## src/rtl/addr_calc_pkg.sv

```systemverilog
// addr_calc_pkg: shared FSM encoding, default sizing, width helpers and the
// kernel-height legality check for the sliding-window address generator.
package addr_calc_pkg;

    typedef enum logic [1:0] {
        IDLE   = 2'd0,
        LOAD   = 2'd1,
        STREAM = 2'd2,
        DRAIN  = 2'd3
    } state_e;

    localparam int unsigned DEF_MAX_W = 256;
    localparam int unsigned DEF_MAX_H = 256;
    localparam int unsigned DEF_K     = 3;

    function automatic int unsigned col_bits(input int unsigned max_w);
        return $clog2(max_w);
    endfunction

    function automatic int unsigned row_bits(input int unsigned max_h);
        return $clog2(max_h);
    endfunction

    function automatic int unsigned buf_bits(input int unsigned k);
        return $clog2(k + 1);
    endfunction

    localparam int unsigned DEF_CW = col_bits(DEF_MAX_W);
    localparam int unsigned DEF_RW = row_bits(DEF_MAX_H);
    localparam int unsigned DEF_BW = buf_bits(DEF_K);

    // Only odd window heights 3, 5 and 7 are supported
    function automatic bit k_legal(input int unsigned k);
        return (k == 3) || (k == 5) || (k == 7);
    endfunction

endpackage

```

## src/rtl/addr_calc_dma_win_wrap_cnt.sv

```systemverilog
// wrap_cnt: up-counter with synchronous clear, enable, runtime wrap limit
// and a same-cycle wrap pulse (count at limit while enabled).
module wrap_cnt #(
    parameter int unsigned W = 8
) (
    input  logic         clk,
    input  logic         rst_n,
    input  logic         clr_i,
    input  logic         en_i,
    input  logic [W-1:0] limit_i,
    output logic [W-1:0] cnt_o,
    output logic         wrap_o
);

    logic [W-1:0] cnt_q;
    logic [W-1:0] cnt_d;

    assign wrap_o = en_i && (cnt_q == limit_i);
    assign cnt_o  = cnt_q;

    // Next count: clear wins, otherwise step and return to zero at the limit
    always_comb begin
        cnt_d = cnt_q;
        if (clr_i) begin
            cnt_d = '0;
        end else if (en_i) begin
            cnt_d = (cnt_q == limit_i) ? '0 : cnt_q + 1'b1;
        end
    end

    // Count register
    always_ff @(posedge clk or negedge rst_n) begin
        if (!rst_n) cnt_q <= '0;
        else        cnt_q <= cnt_d;
    end

endmodule

```

## src/rtl/addr_calc_dma_win.sv

```systemverilog
// addr_calc_dma_win: write/read address generator for K+1 rotating line
// buffers feeding K-row vertical windows, with a self-timed drain row.
// Optional sticky err output when ADDR_CALC_DMA_ERR_EN is defined.
module addr_calc_dma_win
    import addr_calc_pkg::*;
#(
    parameter int unsigned MAX_W = DEF_MAX_W,
    parameter int unsigned MAX_H = DEF_MAX_H,
    parameter int unsigned K     = DEF_K,
    localparam int unsigned CW   = col_bits(MAX_W),
    localparam int unsigned RW   = row_bits(MAX_H),
    localparam int unsigned BW   = buf_bits(K)
) (
    input  logic          clk,
    input  logic          rst_n,
    input  logic          start,
    input  logic [CW:0]   img_w,
    input  logic [RW:0]   img_h,
    input  logic          we_in,
    output logic          busy,
    output logic          wr_en,
    output logic [K:0]    wbuf_onehot,
    output logic [CW-1:0] waddr,
    output logic          re,
    output logic [CW-1:0] raddr,
    output logic [BW-1:0] rd_base,
    output logic          we_out,
    output logic [CW-1:0] col_cnt,
    output logic [RW-1:0] row_cnt,
    output logic          done
`ifdef ADDR_CALC_DMA_ERR_EN
    ,
    output logic          err
`endif
);

    localparam bit            K_OK      = k_legal(K);
    localparam logic [CW:0]   W_MAX     = MAX_W[CW:0];
    localparam logic [RW:0]   H_MAX     = MAX_H[RW:0];
    localparam logic [RW:0]   H_MIN     = K[RW:0];
    localparam logic [RW-1:0] K_ROW     = K[RW-1:0];
    localparam int unsigned   KM1       = K - 1;
    localparam logic [RW-1:0] LOAD_LAST = KM1[RW-1:0];
    localparam logic [BW-1:0] BUF_LAST  = K[BW-1:0];

    state_e        state_q, state_d;
    logic [CW-1:0] col_lim_q, col_lim_d;
    logic [RW-1:0] row_lim_q, row_lim_d;
    logic [RW-1:0] drain_row_q, drain_row_d;
    logic          we_out_q, we_out_d;
    logic [CW-1:0] col_out_q, col_out_d;
    logic [RW-1:0] row_out_q, row_out_d;
    logic          done_q, done_d;

    logic [CW-1:0] col;
    logic [RW-1:0] row;
    logic [BW-1:0] wbuf_idx;
    logic [BW-1:0] rdb_idx;
    logic          col_wrap, row_wrap;
    logic          wbuf_wrap_unused, rdb_wrap_unused;
    logic          wr_state, rd_state;
    logic          col_en, row_en, rdb_en;
    logic          dims_ok, accept;

    assign dims_ok = K_OK && (img_w != '0) && (img_w <= W_MAX) &&
                     (img_h >= H_MIN) && (img_h <= H_MAX);
    // The done cycle still counts as busy, so a start there is ignored
    assign accept  = (state_q == IDLE) && !done_q && start && dims_ok;

    assign col_en = wr_en | re;
    assign row_en = wr_en & col_wrap;
    assign rdb_en = row_en & (state_q == STREAM);

    wrap_cnt #(.W(CW)) u_col (
        .clk(clk), .rst_n(rst_n), .clr_i(accept), .en_i(col_en),
        .limit_i(col_lim_q), .cnt_o(col), .wrap_o(col_wrap)
    );

    wrap_cnt #(.W(RW)) u_row (
        .clk(clk), .rst_n(rst_n), .clr_i(accept), .en_i(row_en),
        .limit_i(row_lim_q), .cnt_o(row), .wrap_o(row_wrap)
    );

    wrap_cnt #(.W(BW)) u_wbuf (
        .clk(clk), .rst_n(rst_n), .clr_i(accept), .en_i(row_en),
        .limit_i(BUF_LAST), .cnt_o(wbuf_idx), .wrap_o(wbuf_wrap_unused)
    );

    // Advances once per completed STREAM row, so in DRAIN it already holds
    // (img_h-K) mod (K+1) without any division
    wrap_cnt #(.W(BW)) u_rdb (
        .clk(clk), .rst_n(rst_n), .clr_i(accept), .en_i(rdb_en),
        .limit_i(BUF_LAST), .cnt_o(rdb_idx), .wrap_o(rdb_wrap_unused)
    );

    // FSM state register
    always_ff @(posedge clk or negedge rst_n) begin
        if (!rst_n) state_q <= IDLE;
        else        state_q <= state_d;
    end

    // FSM next-state logic
    always_comb begin
        state_d = state_q;
        case (state_q)
            IDLE:    if (accept) state_d = LOAD;
            LOAD: begin
                if (row_wrap)                             state_d = DRAIN;
                else if (row_en && (row == LOAD_LAST))    state_d = STREAM;
            end
            STREAM:  if (row_wrap) state_d = DRAIN;
            DRAIN:   if (col_wrap) state_d = IDLE;
            default: state_d = IDLE;
        endcase
    end

    // FSM outputs: write/read strobes and phase qualifiers
    always_comb begin
        wr_state = 1'b0;
        rd_state = 1'b0;
        wr_en    = 1'b0;
        re       = 1'b0;
        case (state_q)
            LOAD: begin
                wr_state = 1'b1;
                wr_en    = we_in;
            end
            STREAM: begin
                wr_state = 1'b1;
                rd_state = 1'b1;
                wr_en    = we_in;
                re       = we_in;
            end
            DRAIN: begin
                rd_state = 1'b1;
                re       = 1'b1;
            end
            default: ;
        endcase
    end

    // Write-buffer select, one-hot over the K+1 buffers
    always_comb begin
        wbuf_onehot = '0;
        for (int unsigned i = 0; i <= K; i++) begin
            wbuf_onehot[i] = wr_state && (wbuf_idx == i[BW-1:0]);
        end
    end

    assign waddr   = wr_state ? col : '0;
    assign raddr   = rd_state ? col : '0;
    assign rd_base = rd_state ? rdb_idx : '0;
    assign busy    = (state_q != IDLE) || done_q;
    assign we_out  = we_out_q;
    assign col_cnt = col_out_q;
    assign row_cnt = row_out_q;
    assign done    = done_q;

    // Frame geometry latched at start, kept as wrap limits and drain row
    always_comb begin
        col_lim_d   = col_lim_q;
        row_lim_d   = row_lim_q;
        drain_row_d = drain_row_q;
        if (accept) begin
            col_lim_d   = img_w[CW-1:0] - 1'b1;
            row_lim_d   = img_h[RW-1:0] - 1'b1;
            drain_row_d = img_h[RW-1:0] - K_ROW;
        end
    end

    // Window-column outputs follow the read by one cycle
    always_comb begin
        we_out_d  = re;
        done_d    = (state_q == DRAIN) && col_wrap;
        col_out_d = col_out_q;
        row_out_d = row_out_q;
        if (accept) begin
            col_out_d = '0;
            row_out_d = '0;
        end else if (re) begin
            col_out_d = col;
            row_out_d = (state_q == DRAIN) ? drain_row_q : row - K_ROW;
        end
    end

    // Geometry and output registers
    always_ff @(posedge clk or negedge rst_n) begin
        if (!rst_n) begin
            col_lim_q   <= '0;
            row_lim_q   <= '0;
            drain_row_q <= '0;
            we_out_q    <= 1'b0;
            col_out_q   <= '0;
            row_out_q   <= '0;
            done_q      <= 1'b0;
        end else begin
            col_lim_q   <= col_lim_d;
            row_lim_q   <= row_lim_d;
            drain_row_q <= drain_row_d;
            we_out_q    <= we_out_d;
            col_out_q   <= col_out_d;
            row_out_q   <= row_out_d;
            done_q      <= done_d;
        end
    end

`ifdef ADDR_CALC_DMA_ERR_EN
    logic err_q, err_d;

    // Sticky misuse flag, cleared only by an accepted start
    always_comb begin
        err_d = err_q;
        if (accept) begin
            err_d = 1'b0;
        end else if ((start && (busy || !dims_ok)) || (we_in && !wr_state)) begin
            err_d = 1'b1;
        end
    end

    // Error flag register
    always_ff @(posedge clk or negedge rst_n) begin
        if (!rst_n) err_q <= 1'b0;
        else        err_q <= err_d;
    end

    assign err = err_q;
`endif

endmodule

```

## config.mk

```make
export PLATFORM = sky130hd
export DESIGN_NAME = addr_calc_dma_win
export DESIGN_NICKNAME = d
export VERILOG_FILES = /design/src/rtl/addr_calc_pkg.sv /design/src/rtl/addr_calc_dma_win_wrap_cnt.sv /design/src/rtl/addr_calc_dma_win.sv
export SDC_FILE = /design/constraint.sdc
export NUM_CORES = 1
export LEC_CHECK = 0
export ABC_AREA = 1
export CORE_ASPECT_RATIO = 0.75
export CORE_MARGIN = 2
export CORE_UTILIZATION = 35
export DETAILED_ROUTE_END_ITERATION = 6
export GPL_TIMING_DRIVEN = 0
export HOLD_SLACK_MARGIN = 0.02
export PLACE_DENSITY_LB_ADDON = 0.15
export SYNTH_ARGS = -nofsm -noshare
export SYNTH_HDL_FRONTEND = slang
export SYNTH_HIERARCHICAL = 1
export SYNTH_SLANG_ARGS = --single-unit
```

## constraint.sdc

```tcl
create_clock -name clk -period 4.5 [get_ports clk]
set_input_delay 0.45 -clock clk [delete_from_list [all_inputs] [get_ports clk]]
set_output_delay 0.45 -clock clk [all_outputs]
set_load 0.02 [all_outputs]
```

Yosys cells after proc, flatten, opt, wreduce, memory -nomap -nowiden
Index checks and enable logic that the tools add are counted.
{"block": "classes", "n_shift": 0, "n_mul": 0, "n_mux": 30, "n_div": 0, "n_lt_le_gt_ge": 3, "n_reduce_logical": 27, "n_bitwise": 3, "add_sub_neg": 8, "eq_ne": 14}
{"op": "8-bit 2-to-1 mux", "count": 13}
{"op": "2-bit 2-to-1 mux", "count": 12}
{"op": "9-bit <= comparator (second input constant)", "count": 2}
{"op": "8-bit by 1-bit adder with 8-bit output (second input constant)", "count": 2}
{"op": "8-bit == test", "count": 2}
{"op": "8-bit by 1-bit subtractor with 8-bit output (second input constant)", "count": 2}
{"op": "8-bit by 2-bit subtractor with 8-bit output (second input constant)", "count": 2}
{"op": "1-bit logical AND", "count": 14}
{"op": "2-bit == test (second input constant)", "count": 5}
{"op": "2-bit nonzero test", "count": 5}
{"op": "9-bit by 2-bit >= comparator with 1-bit output (second input constant)", "count": 1}
{"op": "9-bit nonzero test", "count": 1}
{"op": "8-bit by 2-bit == test with 1-bit output (second input constant)", "count": 1}
{"op": "2-bit case mux with 4 select lines", "count": 1}
{"op": "2-bit != test (second input constant)", "count": 3}
{"op": "2-bit by 1-bit adder with 2-bit output (second input constant)", "count": 2}
{"op": "2-bit by 1-bit == test with 1-bit output (second input constant)", "count": 2}
{"op": "2-bit logical NOT", "count": 2}
{"op": "4-bit AND reduction", "count": 1}
{"op": "2-bit OR reduction", "count": 2}
{"op": "1-bit 2-to-1 mux", "count": 3}
{"op": "3-bit != test (second input constant)", "count": 1}
{"op": "1-bit bitwise AND", "count": 2}
{"op": "1-bit case mux with 2 select lines", "count": 1}
{"op": "other kinds (3)", "count": 3}
{"block": "totals", "ff_bits": 64, "n_memories": 0, "ramBits": 0, "out_inout_bits": 43, "latch_bits": 0, "mem_bits_ro": 0}

Longest topological paths before layout
{"block": "logic_depth", "word_depth": 10, "ltp_mapped": 17}

By module
Netlist, hierarchy kept.
{"module": "addr_calc_dma_win", "area_per_inst_um2": 2665.1, "seq_area_each_um2": 1076.0, "n_inst": 1, "cells_each": 350}
{"module": "wrap_cnt (u_col ...)", "area_per_inst_um2": 625.6, "seq_area_each_um2": 200.2, "n_inst": 2, "cells_each": 92}
{"module": "wrap_cnt (u_rdb ...)", "area_per_inst_um2": 150.1, "seq_area_each_um2": 50.0, "n_inst": 2, "cells_each": 25}

Least setup slack after synthesis
OpenSTA, ideal clock, no wires.
{"block": "synth_path", "path_type": "register to register", "startpoint": "register state_q[0]", "endpoint": "register state_q[1]", "path_buffers": 0, "t_required_ns": 4.383, "period_less_slack_ns": 3.101, "path_stages_with_launch": 18, "arrival_ns": 2.984, "path_slack_ns": 1.399, "setup_ns": 0.117, "cell_sequence": "dfrtp_1 > inv_1 > ha_1 > inv_1 > o21ai_1 > inv_1 > nand2_1 > inv_1 > nor2_1 > inv_1 > nor2_1 > inv_1 > nor2_1 > o22ai_1 > a21oi_1 > nand2_1 > nand2_1 > nand2_1"}
{"element": "start: declaration", "line": "addr_calc_dma_win.sv:46", "source": "state_e state_q, state_d;"}
{"element": "start signal: assignment", "line": "addr_calc_dma_win.sv:99", "source": "else state_q <= state_d;"}
{"element": "2-bit == test", "line": "addr_calc_dma_win.sv:123", "source": "case (state_q)"}
{"element": "1-bit case mux with 2 select lines (*)", "line": "addr_calc_dma_win.sv:123"}
{"element": "net re", "line": "addr_calc_dma_win.sv:24", "source": "output logic re,"}
{"element": "1-bit OR (*)", "line": "addr_calc_dma_win.sv:70", "source": "assign col_en = wr_en | re;"}
{"element": "net col_en", "line": "addr_calc_dma_win.sv:62", "source": "logic col_en, row_en, rdb_en;"}
{"element": "1-bit logical AND (*)", "line": "addr_calc_dma_win_wrap_cnt.sv:18", "source": "assign wrap_o = en_i && (cnt_q == limit_i);"}
{"element": "net col_wrap", "line": "addr_calc_dma_win.sv:59", "source": "logic col_wrap, row_wrap;"}
{"element": "1-bit bitwise AND (*)", "line": "addr_calc_dma_win.sv:71", "source": "assign row_en = wr_en & col_wrap;"}
{"element": "net row_en", "line": "addr_calc_dma_win.sv:62"}
{"element": "1-bit logical AND (*)", "line": "addr_calc_dma_win_wrap_cnt.sv:18"}
{"element": "net row_wrap", "line": "addr_calc_dma_win.sv:59"}
{"element": "3-bit != test (no source line), or another cell as far along"}
{"element": "4-bit AND reduction (no source line) / 2-bit case mux with 4 select lines (equally long branches)"}
The timed path passes the listed nets; every way through them passes the cells marked *.
A chain may end at the register's enable or synchronous reset.

Worst setup path after layout
{"block": "layout_path", "startpoint": "register state_q[0]", "endpoint": "register state_q[1]"}
{"block": "layout_between", "elab_chain_cells": 9}
{"element": "2-bit == test / 2-bit by 1-bit == test with 1-bit output (equally long branches)", "line": "addr_calc_dma_win.sv:123"}
{"element": "2-bit OR reduction (no source line)"}
{"element": "1-bit 2-to-1 mux", "line": "addr_calc_dma_win.sv:123"}
{"element": "1-bit OR (*)", "line": "addr_calc_dma_win.sv:70"}
{"element": "net col_en", "line": "addr_calc_dma_win.sv:62"}
{"element": "1-bit logical AND (*)", "line": "addr_calc_dma_win_wrap_cnt.sv:18"}
{"element": "net col_wrap", "line": "addr_calc_dma_win.sv:59"}
{"element": "1-bit bitwise AND (*)", "line": "addr_calc_dma_win.sv:71"}
{"element": "net row_en", "line": "addr_calc_dma_win.sv:62"}
{"element": "1-bit logical AND (*)", "line": "addr_calc_dma_win_wrap_cnt.sv:18"}
{"element": "net row_wrap", "line": "addr_calc_dma_win.sv:59"}
{"element": "3-bit != test (no source line), or another cell as far along"}
{"element": "4-bit AND reduction (no source line) / 2-bit case mux with 4 select lines (equally long branches)"}
Marked as above.

==> flow_metrics.env <==
export IMPL_outcome="completed"
export IMPL_multi_input_area_um2=2210
export IMPL_vias=3696
export IMPL_grt_antenna_before_repair=0
export IMPL_io_buffers=64
export IMPL_area_growth_pct=28.48
export IMPL_final_cells=830
export IMPL_grt_util_all_layers_pct=16.49
export IMPL_fin_crit_sh_pct=79.52
export IMPL_diodes=0
export IMPL_syn_area_um2=4209
export IMPL_nets=700
export IMPL_hpwl_um=7579
export IMPL_p_int_uw=1921
export IMPL_report_final_hold_viol_count=0
export IMPL_p_comb_share_pct=46.1
export IMPL_setup_viol_count_final=0
export IMPL_power_density_nw_per_um2=599.2
export IMPL_cts_hold_repair_buffers=0
export IMPL_viasPerCell=4.453
export IMPL_finalWorstSetupSlack_ns=0.9218
export IMPL_numCtsBuffers=9
export IMPL_numClockSinks=63
export IMPL_grt_overflow=0
export IMPL_drtIter0Drc=201
export IMPL_dr_pass1_iters=4
export IMPL_seqCellArea_um2=1577
export IMPL_clockBufferDepth=2
export IMPL_critPathArrivalTime_ns=3.79
export IMPL_num_io_pins=65
export IMPL_clockPowerShare_pct=23.6
export IMPL_leakage_uw=0.002756
export IMPL_grt_max_degree=64
export IMPL_r2r_setup_slack_ns=0.92
export IMPL_wl_per_cell_um=12.05
export IMPL_pre_cts_slack_ns=0.7821
export IMPL_clock_fmax_mhz=279.5
export IMPL_grt_pass1_vias=3352
export IMPL_post_cts_setup_buffer_count=0
export IMPL_r2r_end="state_q[1]$_DFFE_PN0P_"
export IMPL_rsz0062_at_grt="no"
export IMPL_dp_cells=815
export IMPL_ctsResizeCount=0
export IMPL_h_tree_depth=3
export IMPL_irDropWorstVdd_mv=0.2283
export IMPL_tightest_slew_ns=0.8134
export IMPL_routed_wl_um=10010
export IMPL_worst_setup_path_start_kind="flip-flop"
export IMPL_drv_slew=0
export IMPL_grt_pass1_wl_um=16640
export IMPL_die_w_um=130.6
export IMPL_num_rows=34
export IMPL_p_seq_share_pct=30.3
export IMPL_tns_ns=0
export IMPL_cp_max_fo=8
export IMPL_required_ns=4.71
export IMPL_drive_gt1_share_pct=11.08
export IMPL_fp_dieArea_um2=12930
export IMPL_worst_r2r_path_depth=17
export IMPL_maxCapViolCount=0
export IMPL_path_clk_slew_ns=0.05
export IMPL_initial_utilization_pct=36.11
export IMPL_end_kind="flip-flop"
export IMPL_fin_skew_ns=0.008932
export IMPL_cts_tree="done"
export IMPL_insertion_delay_ns=0.32
export IMPL_path_class="flip-flop to flip-flop"
export IMPL_power_switching_uw=1320
export IMPL_drc=0
export IMPL_crit_reg2reg_launch="state_q[0]$_DFFE_PN0P_"
export IMPL_syn_avg_cell_area_um2=7.232
export IMPL_slew_limit_headroom_pct=45.77
export IMPL_netlist_instances=582
export IMPL_place_gp_congestion=0.8593
export IMPL_fillCellCount=1246
export IMPL_coreArea_um2=11660
export IMPL_clockRootBuffer="clkbuf_16"
export IMPL_die_h_um=98.97
export IMPL_hold_path_class="primary input to asynchronous set/reset pin"
export IMPL_finalCriticalPeriod_ns=3.578
export IMPL_synth_yosys_warnings=6
export IMPL_ant_nets=0
export IMPL_swShare_pct=40.73
## per-layer routing
| metal | vias up | global-route usage (%) | share of wire (%) |
|---|---|---|---|
| met3 | 6 | 3.257 | 4.3 |
| met1 | 1658 | 25.32 | 55 |
| met5 | - | 0 | 0 |
| li1 | 1952 | - | - |
| met2 | 80 | 23.08 | 40 |
| met4 | 0 | 5.237 | 0.75 |
## worst max-delay path: stages, from the launching register on
cell and delay [ns]:
dfrtp_1 0.42, inv_1 0.14, ha_1 0.18, inv_1 0.07, o21ai_1 0.38, inv_1 0.21, nand2_1 0.19, inv_1 0.08
nor2_1 0.21, inv_1 0.08, nor2_1 0.50, inv_1 0.14, nor2_1 0.27, o22ai_1 0.14, a21oi_1 0.23, nand2_1 0.11
nand2_1 0.07, nand2_1 0.05
## cells in the final DEF, fill, tap and decap left out, drive strengths merged, types with 12 or more instances in the layout
cell type and n:
nand2 211, inv 92, dfrtp 63, clkdlybuf4s50 63, nor2 62, o21ai 36, nand3 22, xor2 15
ha 14, clkbuf 14, xnor2 12
## power groups by stage
stage	combinational [uW]	sequential [uW]	clock, uW
after global placement	1480	986	0
after detailed placement	1500	993	0
after global routing	1690	1010	815
after floorplan	955	1000	0
final	1490	982	766
after CTS	1510	985	790
## flip-flops by register name, indices dropped and copies added, names as in the netlist
name and flops:
col_cnt 8, col_lim_q 8, done 1, drain_row_q 7, row_cnt 8, row_lim_q 8, state_q 2, u_col/cnt_o 8
u_rdb/cnt_o 2, u_row/cnt_o 8, u_wbuf/cnt_o 2, we_out 1
## through the flow
step	area (um^2)	power [uW]	util, %	hold WS (ns)
3_3_place_gp	5079	2471	43.57	0.4564
3_5_place_dp	5076	2497	43.55	0.4588
5_1_grt	5408	3515	46.39	0.2851
6_report	5408	3240	46.39	0.2083
2_1_floorplan	4235	1955	-	0.1544
4_1_cts	5408	3287	46.39	0.2439
## how the worst max path moves through the flow
| stage | start | end | depth (start not counted) |
|---|---|---|---|
| final | state_q[0]$_DFFE_PN0P_ | state_q[1]$_DFFE_PN0P_ | 17 |
| after detailed placement | we_in | state_q[1]$_DFFE_PN0P_ | 16 |
| after global routing | state_q[0]$_DFFE_PN0P_ | state_q[1]$_DFFE_PN0P_ | 17 |
| after global placement | rst_n | col_cnt[6]$_DFFE_PN0P_ | 1 |
| after floorplan | state_q[0]$_DFFE_PN0P_ | state_q[1]$_DFFE_PN0P_ | 17 |
| after CTS | state_q[0]$_DFFE_PN0P_ | state_q[1]$_DFFE_PN0P_ | 17 |
## layout make-up
type,count,area share [%]
Multi-Input combinational cell,422,40.86
Inverter,94,6.571
Timing Repair Buffer,64,11.80
Clock buffer,12,4.928
Clock inverter,3,1.203
Tap cell,162,3.748
Buffer,10,1.735
Sequential cell,63,29.15
No activity file was read; power rests on OpenSTA's default activity.
